<file path="src/rtl/if_id_pipe.sv">
// if_id_pipe: IF->ID pipeline register with valid/ready fetch handshake,
// decode stall, flush-to-bubble and a one-entry skid buffer.
// Optional performance counters are enabled by defining IF_ID_PERF_EN.
module if_id_pipe #(
  parameter int unsigned         ADDR_W    = 32,
  parameter int unsigned         INSTR_W   = 32,
  parameter logic [INSTR_W-1:0]  NOP_INSTR = '0,
  parameter int unsigned         CNT_W     = 16
) (
  input  logic               clk,
  input  logic               rst,
  input  logic               valid_F,
  output logic               ready_F,
  input  logic [ADDR_W-1:0]  PC_F,
  input  logic [ADDR_W-1:0]  PC_Plus4_F,
  input  logic [INSTR_W-1:0] Instr_F,
  input  logic               stall_D,
  input  logic               flush_D,
  output logic               valid_D,
  output logic [ADDR_W-1:0]  PC_D,
  output logic [ADDR_W-1:0]  PC_Plus4_D,
  output logic [INSTR_W-1:0] Instr_D,
  output logic [CNT_W-1:0]   stall_cnt,
  output logic [CNT_W-1:0]   bubble_cnt
);

  logic               valid_q, valid_d;
  logic [ADDR_W-1:0]  pc_q, pc_d;
  logic [ADDR_W-1:0]  pc4_q, pc4_d;
  logic [INSTR_W-1:0] instr_q, instr_d;
  logic               skid_valid_q, skid_valid_d;
  logic [ADDR_W-1:0]  skid_pc_q, skid_pc_d;
  logic [ADDR_W-1:0]  skid_pc4_q, skid_pc4_d;
  logic [INSTR_W-1:0] skid_instr_q, skid_instr_d;
  logic               fetch_acc;
  logic               bubble_load;

  // ready_F comes straight from the skid flag, so stall/flush never reach it combinationally
  assign ready_F   = !skid_valid_q;
  assign fetch_acc = valid_F && !skid_valid_q;

  // Next-state for the D stage and skid buffer: flush > stall > advance
  always_comb begin
    valid_d      = valid_q;
    pc_d         = pc_q;
    pc4_d        = pc4_q;
    instr_d      = instr_q;
    skid_valid_d = skid_valid_q;
    skid_pc_d    = skid_pc_q;
    skid_pc4_d   = skid_pc4_q;
    skid_instr_d = skid_instr_q;
    bubble_load  = 1'b0;
    if (flush_D) begin
      valid_d      = 1'b0;
      instr_d      = NOP_INSTR;
      skid_valid_d = 1'b0;
      bubble_load  = 1'b1;
    end else if (stall_D) begin
      if (fetch_acc) begin
        skid_valid_d = 1'b1;
        skid_pc_d    = PC_F;
        skid_pc4_d   = PC_Plus4_F;
        skid_instr_d = Instr_F;
      end
    end else if (skid_valid_q) begin
      valid_d      = 1'b1;
      pc_d         = skid_pc_q;
      pc4_d        = skid_pc4_q;
      instr_d      = skid_instr_q;
      skid_valid_d = 1'b0;
    end else if (fetch_acc) begin
      valid_d = 1'b1;
      pc_d    = PC_F;
      pc4_d   = PC_Plus4_F;
      instr_d = Instr_F;
    end else begin
      valid_d     = 1'b0;
      instr_d     = NOP_INSTR;
      bubble_load = 1'b1;
    end
  end

  // D-stage and skid registers with synchronous reset
  always_ff @(posedge clk) begin
    if (rst) begin
      valid_q      <= 1'b0;
      pc_q         <= '0;
      pc4_q        <= '0;
      instr_q      <= NOP_INSTR;
      skid_valid_q <= 1'b0;
      skid_pc_q    <= '0;
      skid_pc4_q   <= '0;
      skid_instr_q <= NOP_INSTR;
    end else begin
      valid_q      <= valid_d;
      pc_q         <= pc_d;
      pc4_q        <= pc4_d;
      instr_q      <= instr_d;
      skid_valid_q <= skid_valid_d;
      skid_pc_q    <= skid_pc_d;
      skid_pc4_q   <= skid_pc4_d;
      skid_instr_q <= skid_instr_d;
    end
  end

  assign valid_D    = valid_q;
  assign PC_D       = pc_q;
  assign PC_Plus4_D = pc4_q;
  assign Instr_D    = instr_q;

`ifdef IF_ID_PERF_EN
  logic [CNT_W-1:0] stall_cnt_q, stall_cnt_d;
  logic [CNT_W-1:0] bubble_cnt_q, bubble_cnt_d;

  // Saturating stall and bubble counters
  always_comb begin
    stall_cnt_d  = stall_cnt_q;
    bubble_cnt_d = bubble_cnt_q;
    if (stall_D && valid_q && !flush_D && (stall_cnt_q != '1))
      stall_cnt_d = stall_cnt_q + CNT_W'(1);
    if (bubble_load && (bubble_cnt_q != '1))
      bubble_cnt_d = bubble_cnt_q + CNT_W'(1);
  end

  // Counter registers
  always_ff @(posedge clk) begin
    if (rst) begin
      stall_cnt_q  <= '0;
      bubble_cnt_q <= '0;
    end else begin
      stall_cnt_q  <= stall_cnt_d;
      bubble_cnt_q <= bubble_cnt_d;
    end
  end

  assign stall_cnt  = stall_cnt_q;
  assign bubble_cnt = bubble_cnt_q;
`else
  logic unused_bubble;
  assign unused_bubble = bubble_load;
  assign stall_cnt     = '0;
  assign bubble_cnt    = '0;
`endif

endmodule

</file>
<file path="config.mk">
export PLATFORM = sky130hd
export DESIGN_NAME = if_id_pipe
export DESIGN_NICKNAME = d
export VERILOG_FILES = /design/src/rtl/if_id_pipe.sv
export SDC_FILE = /design/constraint.sdc
export NUM_CORES = 1
export LEC_CHECK = 0
export BUFFER_PORTS_ARGS = -buffer_cell sky130_fd_sc_hd__buf_2
export CAP_MARGIN = 30
export CELL_PAD_IN_SITES_DETAIL_PLACEMENT = 1
export CELL_PAD_IN_SITES_GLOBAL_PLACEMENT = 1
export CORE_ASPECT_RATIO = 1.5
export CORE_MARGIN = 2
export CORE_UTILIZATION = 32
export CTS_CLUSTER_SIZE = 20
export DETAILED_ROUTE_END_ITERATION = 8
export PLACE_DENSITY_LB_ADDON = 0.1
export SYNTH_ARGS = -nofsm -noshare
export SYNTH_HDL_FRONTEND = slang
export SYNTH_SLANG_ARGS = --single-unit
</file>
<file path="constraint.sdc">
create_clock -name clk -period 1.8 [get_ports clk]
set_input_delay 0.09 -clock clk [delete_from_list [all_inputs] [get_ports clk]]
set_output_delay 0.09 -clock clk [all_outputs]
set_load 0.03 [all_outputs]
</file>
==> results.toml <==
[run_status]
status = "complete, no violations"

[floorplan]
pin_count = 231
die_y_um = 198
core-area_um2 = 25000
start_util_pct = 32.3
dieArea_um2 = 26500
die-width_um = 134
rows = 71

[synthesis]
syn_avg_cell_area_um2 = 8.92
syn_inst = 903
synth_common_cells = "194 x dfxtp_1, 192 x nand2_1, 160 x a21oi_1, 65 x mux2i_1, 41 x clkbuf_1"
syn-cell-area_um2 = 8060
synthFlopType = "dfxtp_1"
yosysTopAreaCell = "dfxtp_1"
synth_seq_cells = 194
synth.most_common_cell = "dfxtp_1"
synth_top_area_share_pct = 48.2
yosys-top-cells-area = "dfxtp_1 48%, a21oi_1 9.9%, nand2_1 8.9%"
ys_seq_area_share_pct = 48.2
ys.warnings.count = 0
synth.distinct_cells = 23
synth-edff-count = 0
ys_async_sr_fraction_pct = 0

[pwr]
power_switching_w = 0.00275
intPower_w = 0.00749
power.leakage_nw = 4.17
seq_power_share_pct = 44.5
power_switching_share_pct = 26.9
power_density_nw_per_um2 = 949
p_comb_share_pct = 14.5
clkPwrFrac_pct = 40.9
power_w = 0.0102
ir_drop_uv = 680

[timing]
fin_worst_skew_ns = 0.00767
tns_ns = 0
finalHoldViolCount = 0
post-route-period-util_pct = 94.2
rsz0062_at_grt = "yes"
post-route-min-period_ns = 1.70
fmax_mhz = 590
slew_headroom_pct = 35.3
setup_viol = 0
tightest_slew_ns = 0.971
slew_viol_final = 0

[clock_tree]
clockBufferDepth = 2
cts.sinks = 194
numCtsBuffers = 17
worstSkewPairLatency_ns = 0.44
postCtsSetupRepairBufs = 0
clkTransAtPathRegs_ns = 0.07
htree_levels = 4
tritoncts = "yes"
cts_root_buffer = "clkbuf_16"

[global_routing]
grt_max_degree = 128
grt_use_total_pct = 19.2
grt_pass1_wl_um = 40400
grt_pass1_vias = 7552
antenna_found_initial = 0
grt_overflow = 0

[routing]
firstDrtPassIters = 5
routed_via_density = 4.87
drc = 0
routedWlPerCell_um = 17.0
drt_iter0_drc = 387
ant_nets = 0
vias = 7227
routed_wl_um = 25200

[final_layout]
drive_gt1_share_pct = 24.4
nNetsFinal = 1244
n_antenna_cell = 0
syn_to_final_growth_pct = 33.9
final_area_um2 = 10800

[placed_design]
hpwl_um = 14900
placed_cell_area_um2 = 9170
io_buffers = 198
gp_congestion = 0.716

[critical_path]
cp-end-kind = "flop"
critical_path_class = "input pin to flop"
path_max_fanout = 64
critPathRequiredTime_ns = 2.06
cp.arrival_ns = 1.96
cp-start-kind = "input pin"

[run]
max_cap_viol_count = 0

[worst_hold_path]
min_path_type = "input pin to flop"
[logic make-up after synthesis]
group           share of synthesized area, %
simple gates                            14.2
buf+inv                                 8.20
mux                                     8.07
compound gates                          21.2
other cells                           0.0465
flops                                   48.2
[worst paths after layout]
path | start | to | slack [ns] | cells after the start
hold / removal | flush_D | skid_valid_q | 0.07 | 3
setup reg to reg | skid_valid_q | PC_D[17] | 0.12 | 3
setup / recovery | stall_D | PC_D[17] | 0.10 | 5
hold reg to reg | skid_pc4_q[29] | skid_pc4_q[29] | 0.46 | 2
[final cells by class]
class | count | area (µm²)
Clock buffer | 17 | 425
Clock inverter | 14 | 211
Fill cell | 2891 | 14200
Inverter | 1 | 3.75
Multi-Input combinational cell | 619 | 3660
Sequential cell | 194 | 3890
Tap cell | 328 | 410
Timing Repair Buffer | 310 | 2190
[layer usage]
| layer | up-vias | global-route usage [%] | wire length [µm] |
|---|---|---|---|
| li1 | 3557 | - | - |
| met3 | 26 | 3.38 | 896 |
| met2 | 160 | 34.3 | 12600 |
| met4 | 0 | 6.46 | 496 |
| met1 | 3484 | 23.2 | 11200 |
| met5 | - | 0 | 0 |
[stage by stage]
step           instances  utilization [%]  worst slack, ns  hold WS (ns)
3_3_place_gp        1355             36.8            0.154         0.344
3_5_place_dp        1355             36.8            0.115         0.348
6_report            1483             43.2            0.105        0.0723
4_1_cts             1483             43.2           0.0315        0.0446
2_1_floorplan        934                -            0.480         0.226
5_1_grt             1483             43.2          -0.0141        0.0802
[registers in the layout (all words and copies together), names as in the netlist]
signal / cells
Instr_D: 32
PC_D: 32
PC_Plus4_D: 32
skid_instr_q: 32
skid_pc4_q: 32
skid_pc_q: 32
skid_valid_q: 1
valid_D: 1
[critical path, cell delays in order]
cell           delay (ns)
dlygate4sd3_1        0.56
buf_2                0.19
nor2_4               0.13
and2_4               0.80
a211oi_1             0.17
[cell usage in the layout (no fill, tap or decap), types with 2 or more instances in the layout]
cell / Yosys / final
clkbuf_16: 0 / 17
buf_4: 34 / 4
a211oi_1: 34 / 34
bufinv_16: 0 / 5
nor2b_1: 33 / 32
a221oi_1: 32 / 32
dlygate4sd3_1: 0 / 97
nor3_1: 32 / 32
nor2_1: 3 / 2
clkinvlp_4: 0 / 2
nand2_1: 192 / 192
a21oi_1: 160 / 160
mux2i_1: 65 / 65
conb_1: 1 / 32
clkinv_2: 0 / 4
buf_6: 4 / 4
buf_2: 39 / 197
a211oi_2: 30 / 30
buf_12: 0 / 8
or2_2: 1 / 2
dfxtp_1: 194 / 193
inv_6: 0 / 2
[power groups by stage]
stage	sequential, W	combinational [W]	clock [W]
after detailed placement	0.00466	0.00133	0
after CTS	0.00456	0.00150	0.00432
after global routing	0.00458	0.00162	0.00449
final	0.00456	0.00149	0.00419
after floorplan	0.00486	0.000731	0
after global placement	0.00466	0.00132	0
[repair_timing]
action                                  in CTS  in global routing
hold endpoints to repair                   119                  0
hold buffers                                97                  0
endpoints found under the setup margin       0                  7
resized for setup                            0                  3
Power figures use the tool's default switching activity.
